`src/rtl/cpu_control_if.sv`:
```
// Control bus between cpu_control and its neighbours: instruction/handshake
// inputs plus every datapath control line and the sign-extended immediates.
interface cpu_control_if;
  logic [15:0] in;
  logic        load;
  logic        s;
  logic        w;
  logic [15:0] sximm8;
  logic [15:0] sximm5;
  logic [1:0]  vsel;
  logic [2:0]  writenum;
  logic [2:0]  readnum;
  logic        write;
  logic        loada;
  logic        loadb;
  logic        loadc;
  logic        loads;
  logic        asel;
  logic        bsel;
  logic [1:0]  shift;
  logic [1:0]  ALUop;

  modport master (
    output in, load, s,
    input  w, sximm8, sximm5, vsel, writenum, readnum, write,
           loada, loadb, loadc, loads, asel, bsel, shift, ALUop
  );

  modport slave (
    input  in, load, s,
    output w, sximm8, sximm5, vsel, writenum, readnum, write,
           loada, loadb, loadc, loads, asel, bsel, shift, ALUop
  );
endinterface

```
`src/rtl/cpu_control.sv`:
```
// Instruction register, decoder and multi-cycle control FSM driving the datapath.
// One instruction per start pulse; all control outputs are Moore (state + IR).
module cpu_control (
  input  logic          clk,
  input  logic          reset,
  cpu_control_if.slave  bus
);

  typedef enum logic [2:0] {
    S_WAIT      = 3'd0,
    S_DECODE    = 3'd1,
    S_WRITE_IMM = 3'd2,
    S_GET_A     = 3'd3,
    S_GET_B     = 3'd4,
    S_ALU       = 3'd5,
    S_WRITE_REG = 3'd6
  } state_t;

  state_t      state_q, state_d;
  logic [15:0] ir_q, ir_d;

  logic [2:0] opcode;
  logic [1:0] op;
  logic [2:0] rn;
  logic [2:0] rd;
  logic [1:0] sh;
  logic [2:0] rm;

  assign opcode = ir_q[15:13];
  assign op     = ir_q[12:11];
  assign rn     = ir_q[10:8];
  assign rd     = ir_q[7:5];
  assign sh     = ir_q[4:3];
  assign rm     = ir_q[2:0];

  logic is_mov_imm;
  logic is_mov_reg;
  logic is_add;
  logic is_cmp;
  logic is_and;
  logic is_mvn;

  always_comb begin
    is_mov_imm = (opcode == 3'b110) && (op == 2'b10);
    is_mov_reg = (opcode == 3'b110) && (op == 2'b00);
    is_add     = (opcode == 3'b101) && (op == 2'b00);
    is_cmp     = (opcode == 3'b101) && (op == 2'b01);
    is_and     = (opcode == 3'b101) && (op == 2'b10);
    is_mvn     = (opcode == 3'b101) && (op == 2'b11);
  end

  always_ff @(posedge clk or posedge reset) begin
    if (reset) begin
      state_q <= S_WAIT;
      ir_q    <= '0;
    end else begin
      state_q <= state_d;
      ir_q    <= ir_d;
    end
  end

  // IR only changes while idle, so a running instruction is never disturbed.
  always_comb begin
    ir_d = ir_q;
    if ((state_q == S_WAIT) && bus.load) begin
      ir_d = bus.in;
    end
  end

  always_comb begin
    state_d = state_q;
    case (state_q)
      S_WAIT: begin
        if (bus.s) begin
          state_d = S_DECODE;
        end
      end
      S_DECODE: begin
        if (is_mov_imm) begin
          state_d = S_WRITE_IMM;
        end else if (is_mov_reg || is_mvn) begin
          state_d = S_GET_B;
        end else if (is_add || is_cmp || is_and) begin
          state_d = S_GET_A;
        end else begin
          state_d = S_WAIT;
        end
      end
      S_WRITE_IMM: state_d = S_WAIT;
      S_GET_A:     state_d = S_GET_B;
      S_GET_B:     state_d = S_ALU;
      S_ALU:       state_d = is_cmp ? S_WAIT : S_WRITE_REG;
      S_WRITE_REG: state_d = S_WAIT;
      default:     state_d = S_WAIT;
    endcase
  end

  logic       w_o;
  logic [1:0] vsel_o;
  logic [2:0] writenum_o;
  logic [2:0] readnum_o;
  logic       write_o;
  logic       loada_o;
  logic       loadb_o;
  logic       loadc_o;
  logic       loads_o;
  logic       asel_o;
  logic       bsel_o;
  logic [1:0] shift_o;
  logic [1:0] alu_op_o;

  always_comb begin
    w_o        = 1'b0;
    vsel_o     = 2'b00;
    writenum_o = 3'd0;
    readnum_o  = 3'd0;
    write_o    = 1'b0;
    loada_o    = 1'b0;
    loadb_o    = 1'b0;
    loadc_o    = 1'b0;
    loads_o    = 1'b0;
    asel_o     = 1'b0;
    bsel_o     = 1'b0;
    shift_o    = 2'b00;
    alu_op_o   = 2'b00;
    case (state_q)
      S_WAIT: begin
        w_o = 1'b1;
      end
      S_WRITE_IMM: begin
        vsel_o     = 2'b01;
        writenum_o = rn;
        write_o    = 1'b1;
      end
      S_GET_A: begin
        readnum_o = rn;
        loada_o   = 1'b1;
      end
      S_GET_B: begin
        readnum_o = rm;
        loadb_o   = 1'b1;
      end
      S_ALU: begin
        // MOV reg and MVN take only the B operand, so A is forced to zero.
        shift_o  = sh;
        bsel_o   = 1'b0;
        alu_op_o = is_mov_reg ? 2'b00 : op;
        asel_o   = is_mov_reg || is_mvn;
        loadc_o  = !is_cmp;
        loads_o  = is_cmp;
      end
      S_WRITE_REG: begin
        vsel_o     = 2'b11;
        writenum_o = rd;
        write_o    = 1'b1;
      end
      default: begin
        w_o = 1'b0;
      end
    endcase
  end

  assign bus.w        = w_o;
  assign bus.vsel     = vsel_o;
  assign bus.writenum = writenum_o;
  assign bus.readnum  = readnum_o;
  assign bus.write    = write_o;
  assign bus.loada    = loada_o;
  assign bus.loadb    = loadb_o;
  assign bus.loadc    = loadc_o;
  assign bus.loads    = loads_o;
  assign bus.asel     = asel_o;
  assign bus.bsel     = bsel_o;
  assign bus.shift    = shift_o;
  assign bus.ALUop    = alu_op_o;
  assign bus.sximm8   = {{8{ir_q[7]}}, ir_q[7:0]};
  assign bus.sximm5   = {{11{ir_q[4]}}, ir_q[4:0]};

endmodule

```
`src/flat_wrapper.sv`:
```
// flat-port wrapper written by rule: the top's interface ports become plain ports
module cpu_control_flat 
  (clk, reset, bus_in, bus_load, bus_s, bus_w, bus_sximm8, bus_sximm5, bus_vsel, bus_writenum, bus_readnum, bus_write, bus_loada, bus_loadb, bus_loadc, bus_loads, bus_asel, bus_bsel, bus_shift, bus_ALUop);
  cpu_control_if bus_i ();
  input  logic clk;
  input  logic reset;
  input wire logic [$bits(bus_i.in)-1:0] bus_in;
  input wire logic [$bits(bus_i.load)-1:0] bus_load;
  input wire logic [$bits(bus_i.s)-1:0] bus_s;
  output wire logic [$bits(bus_i.w)-1:0] bus_w;
  output wire logic [$bits(bus_i.sximm8)-1:0] bus_sximm8;
  output wire logic [$bits(bus_i.sximm5)-1:0] bus_sximm5;
  output wire logic [$bits(bus_i.vsel)-1:0] bus_vsel;
  output wire logic [$bits(bus_i.writenum)-1:0] bus_writenum;
  output wire logic [$bits(bus_i.readnum)-1:0] bus_readnum;
  output wire logic [$bits(bus_i.write)-1:0] bus_write;
  output wire logic [$bits(bus_i.loada)-1:0] bus_loada;
  output wire logic [$bits(bus_i.loadb)-1:0] bus_loadb;
  output wire logic [$bits(bus_i.loadc)-1:0] bus_loadc;
  output wire logic [$bits(bus_i.loads)-1:0] bus_loads;
  output wire logic [$bits(bus_i.asel)-1:0] bus_asel;
  output wire logic [$bits(bus_i.bsel)-1:0] bus_bsel;
  output wire logic [$bits(bus_i.shift)-1:0] bus_shift;
  output wire logic [$bits(bus_i.ALUop)-1:0] bus_ALUop;
  assign bus_i.in = bus_in;
  assign bus_i.load = bus_load;
  assign bus_i.s = bus_s;
  assign bus_w = bus_i.w;
  assign bus_sximm8 = bus_i.sximm8;
  assign bus_sximm5 = bus_i.sximm5;
  assign bus_vsel = bus_i.vsel;
  assign bus_writenum = bus_i.writenum;
  assign bus_readnum = bus_i.readnum;
  assign bus_write = bus_i.write;
  assign bus_loada = bus_i.loada;
  assign bus_loadb = bus_i.loadb;
  assign bus_loadc = bus_i.loadc;
  assign bus_loads = bus_i.loads;
  assign bus_asel = bus_i.asel;
  assign bus_bsel = bus_i.bsel;
  assign bus_shift = bus_i.shift;
  assign bus_ALUop = bus_i.ALUop;
  cpu_control u_core (.clk(clk), .reset(reset), .bus(bus_i));
endmodule
```
`config.mk`:
```
export PLATFORM = sky130hd
export DESIGN_NAME = cpu_control_flat
export DESIGN_NICKNAME = d
export VERILOG_FILES = /design/src/rtl/cpu_control_if.sv /design/src/rtl/cpu_control.sv /design/src/flat_wrapper.sv
export SDC_FILE = /design/constraint.sdc
export NUM_CORES = 1
export LEC_CHECK = 0
export BUFFER_PORTS_ARGS = -buffer_cell sky130_fd_sc_hd__clkbuf_2
export CAP_MARGIN = 0
export CORE_MARGIN = 5
export CORE_UTILIZATION = 45
export DETAILED_ROUTE_END_ITERATION = 12
export GPL_TIMING_DRIVEN = 0
export PLACE_DENSITY = 0.8
export SYNTH_ARGS = -nofsm -noshare
export SYNTH_HDL_FRONTEND = slang
export SYNTH_SLANG_ARGS = --single-unit
```
`constraint.sdc`:
```
create_clock -name clk -period 1.8 [get_ports clk]
set_clock_uncertainty 0.2 [all_clocks]
set_input_delay 0.36 -clock clk [delete_from_list [all_inputs] [get_ports clk]]
set_output_delay 0.36 -clock clk [all_outputs]
set_load 0.03 [all_outputs]
```
== Yosys cells after proc, flatten, opt, wreduce, memory -nomap -nowiden ==
Index checks and enable logic that the tools add are counted.
Operators by class
  add/sub/neg operators: 0
  multipliers: 0
  div/mod/pow operators: 0
  order comparisons: 0
  eq/ne operators: 12
  shift operators: 0
  multiplexer cells: 19
  bitwise logic cells: 0
  reduce and logical (&&, ||, !) cells: 14
Operators by type and width (number)
  $eq 3x3->1 const B: 5
  $pmux 3 s5: 1
  $mux 3: 4
  $pmux 3 s2: 2
  $mux 2: 4
  $logic_and 1x1->1: 7
  $mux 1: 7
  $eq 3x2->1 const B: 2
  $eq 2x2->1 const B: 2
  $pmux 2 s2: 1
  $eq 3x1->1 const B: 1
  $logic_not 3->1: 1
  $logic_or 1x1->1: 3
  $eq 2x1->1 const B: 1
  $logic_not 2->1: 1
  $ne 2x2->1 const B: 1
  $reduce_or 2->1: 1
  $logic_not 1->1: 1
Word-level totals
  register bits after elaboration: 19
  latch bits: 0
  bits in writable memories: 0
  memory bits (read-only): 0
  input port bits: 20
  output and inout bits: 52
  logic and storage cells: 47
  memories kept: 0

== Longest topological paths before layout ==
  depth in word-level cells: 8
  mapped depth: 6
  gate-level depth less buffers: 4

== Worst setup path after synthesis ==
No wires, ideal clock.
  kind: register -> output
  start: register u_core.state_q[0]
  end: output bus_readnum[0]
  arrival: 1.851 ns
  required time: 1.240 ns
  slack: -0.611 ns
  cell stages (with the launch flop): 4
  path buffers: 1
  cell sequence: dfrtp_1 > buf_6 > nor3b_1 > a22o_1
On the way
  longest elaborated chain between the ends: 2
  elaborated cells between the ends (all ways): 3
  classes of those cells: 2 x eq/ne; 1 x mux
RTL lines
  start, declared: RTL line cpu_control.sv:19  | state_t state_q, state_d;
  start signal, assigned: RTL line cpu_control.sv:57  | state_q <= state_d;
  $eq 3x3->1 or $eq 3x2->1 (tied branches): RTL line cpu_control.sv:126  | case (state_q)
  $pmux 3 s2 *: RTL line cpu_control.sv:126
  end, declared: RTL line flat_wrapper.sv:15  | output wire logic [$bits(bus_i.readnum)-1:0] bus_readnum;
Mark *: on every way between the ends. The rest lies on a longest branch, timed or not.

== Worst setup path in the final report ==
  start: register u_core.state_q[0]
  end: output bus_loadc
On the way
  longest elaborated chain between the ends: 2
RTL lines
  $eq 3x3->1: RTL line cpu_control.sv:126
  $mux 1: RTL line cpu_control.sv:126
  end, declared: RTL line flat_wrapper.sv:19  | output wire logic [$bits(bus_i.loadc)-1:0] bus_loadc;
No other way between the ends.

==> reports/qor_table.md <==
| Parameter | This run | Unit |
|---|---|---|
| Dominant delay contributor by cell family on the critical path | buffers and inverters | - |
| TritonCTS clock tree | yes | - |
| Number of enable flip-flop cells after synthesis | 0 | - |
| Class of the most critical setup path | register to primary output | - |
| DP HPWL | 2.359 | mm |
| Unrepaired setup endpoints after global routing | true | - |
| Crit path top cell by count | buf_6 | - |
| Number of standard cells after synthesis | 127 | - |
| Cell Count Post-Placement | 228 | - |
| RePlAce Congestion | 0.7788 | - |
| Number of clock buffers inserted by TritonCTS | 3 | - |
| Worst stage delay on the critical path | 370 | ps |
| First drt pass iteration count | 4 | - |
| Clock-pin slew of the registers on the worst-case setup and hold paths | 120 | ps |
| Via count of the routed design | 1244 | - |
| Routed wirelength normalized by instance count | 15.70 | um |
| Final wirelength | 3.971 | mm |
| Initial core utilization | 47.86 | % |
| CTS max path bufs | 2 | - |
| Leakage power | 0.001149 | uW |
| Flip-flop and latch count after synthesis | 19 | - |
| Setup-failing EPs final | 33 | - |
| Fraction of registers with async set or reset after synthesis | 100.0 | % |
| Sum of buffers and inverters on the critical path | 3 | - |
| Number of I/O pins | 72 | - |
| Relative slew margins | 52.29 | % |
| Post-layout instance area | 2243 | um^2 |
| Cell Chain, Critical Path | buf_6, buf_6, nand3b_1, nor2_1, clkbuf_8 | - |
| Finished Core Util | 79.97 | % |
| Distinct cell type count of the synthesized netlist | 29 | - |
| Skew-Pair Late Insertion Delay | 310 | ps |
| Vias in the first global route | 1230 | - |
| Clock sink total | 19 | - |
| Avg Cell Area, Syn | 10.57 | um^2 |
| Slowest cell on the critical path | dfrtp_1 | - |
| Minimum clock period | 2024 | ps |
| ANT nets after route | 0 | - |
| Share of the yosys chip area belonging to registers | 35.41 | % |
| Floorplan row count | 19 | - |
| Worst Setup End Kind | primary output | - |
| Number of hold violations in the final report | 0 | - |
| Most instantiated flip-flop cell in the synthesis netlist | dfrtp_1 | - |
| Slack of the worst reg-to-reg path | -60 | ps |
| Total power after layout | 4794 | uW |
| Final period util | 112.4 | % |
| Number of slew-limit violations in the final report | 0 | - |
| Core area | 2805 | um^2 |
| DIE AREA | 4176 | um^2 |
| Kind of start point of the critical path | register | - |
| Vertical die dimension | 64.62 | um |
| Most common cell in the synthesized netlist | buf_4 | - |
| Critical path arrival | 1460 | ps |
| Placed inst area | 1753 | um^2 |
| Dominant cells by area after synthesis | dfrtp_1 (35%), buf_4 (20%), mux2_4 (11%) | - |
| GRT Residual Overflow | 0 | - |
| Relative area change from synthesis to final layout | 67.10 | % |
| Final cell count without fillers | 253 | - |
| Residual DRC | 0 | - |
| Setup ws final | -223.6 | ps |
| Overall routing resource usage | 17.09 | % |
| Synthesized Nets | 147 | - |
| Power per standard cell area | 2137 | nW/um^2 |
| Port-buffer cells | 70 | - |
| Antenna violations before repair | 0 | - |
| Share of post-route cells with drive strength above 1 | 76.58 | % |
| Transition time at the pin with the least slew margin | 714.9 | ps |
| Maximum fanout along the worst path | 5 | - |
| Antenna diode count | 0 | - |
| Via-to-Cell Ratio | 4.917 | - |
| Worst supply voltage drop on vdd | 0.001023 | V |
| Failing checks | setup timing | - |
| Largest net degree at the start of global routing | 20 | - |
| Max_cap viols | 0 | - |
| Biggest area consumer among synthesized cells | dfrtp_1 | - |
| Portion of synthesized cell area occupied by the leading cell type | 35.41 | % |
| Root buffer selected by CTS | clkbuf_4 | - |
| Detailed router's first-iteration violation count | 38 | - |
| Result of the run | complete, but fails checks | - |
| Post-layout nets | 243 | - |
| Fmax | 494.2 | MHz |
| Level count of the clock H-tree | 1 | - |
| Commonest cells in the synthesized netlist | buf_4 (35), dfrtp_1 (19), mux2_4 (10), nor2_1 (8), mux2_2 (6) | - |
| Horiz. Die Dim | 64.62 | um |
| Warnings from Yosys | 0 | - |
| Worst Setup Slack post-DPL | -69.83 | ps |
| First-pass GRT wire length | 5.747 | mm |
| Required time reported for the critical path endpoint | 1240 | ps |
| Synth Cell Area | 1343 | um^2 |
| Hold Crit Class | primary input to register | - |
worst paths after layout:
kind                                    from  cells past startpoint               to
max                        u_core.state_q[0]                      5        bus_loadc
min                               bus_in[15]                      2  u_core.ir_q[15]
max reg2reg                u_core.state_q[2]                      6   u_core.ir_q[6]
min reg2reg                   u_core.ir_q[6]                      1   u_core.ir_q[6]
max in group asynchronous              reset                      3   u_core.ir_q[7]
min in group asynchronous              reset                      3   u_core.ir_q[3]
cell families after synthesis:
family	synth area share (%)
other cells	0.2793
flops	35.42
mux	18.45
compound gates	5.872
buf+inv	25.07
simple gates	14.91
power by group:
group	switching (uW)	internal (uW)
Sequential	284	649
Clock	143	83.0
Combinational	1840	1790
Total	2270	2530
placed cells by master (no fill, tap or decap), types with 2 or more instances in the layout:
cell type	count
a211oi_1	2
nand3b_1	2
clkbuf_8	10
and2_1	4
nand2_1	4
nor3b_4	2
dfrtp_1	15
a22o_2	2
buf_8	7
nor2_1	6
dfrtp_2	4
mux2_2	6
buf_4	50
o21ai_0	2
buf_6	15
nor3_1	2
clkbuf_4	3
mux2i_1	3
clkbuf_2	46
nand2b_1	3
mux2_4	10
and2_4	2
layer usage:
layer  vias to the layer above  GRT usage [%]  routed length [um]
li1                        586              -                   -
met1                       590          18.49                1490
met2                        59          33.25                2132
met3                         9          4.145                 293
met4                         0          3.958                  55
met5                         -              0                   0
area by class of cell:
cell class,instances,area [um^2]
flip-flops and latches,19,480.5
plain buffers,39,327.8
well taps,31,38.79
clock buffers,3,22.52
multi-input cells,65,605.6
clock inverters,1,5.005
repair buffers,92,744.5
inverters,3,18.77
fillers,163,561.8
per-stage QoR:
stage	hold slack, ps	TNS (ps)
finish	71.43	-3297
global route	75.05	-5807
CTS	76.86	-2980
detailed placement	296.9	-256.4
global placement	296.6	-278.7
floorplan	111.1	-1297
flip-flops by register name, indices dropped and copies added, names as in the netlist:
register and flops:
u_core.state_q 3, u_core.ir_q 16
repair_timing:
action / 4_1_cts / 5_1_grt
resized for setup: 50 / 40
endpoints found under the hold margin: 19 / 0
buffers inserted: 9 / 11
gates cloned: 1 / 1
pin swaps: 10 / 14
setup endpoints to repair: 32 / 40
hold buffers: 1 / 0
Note: power is estimated with default switching activity, not from simulation.
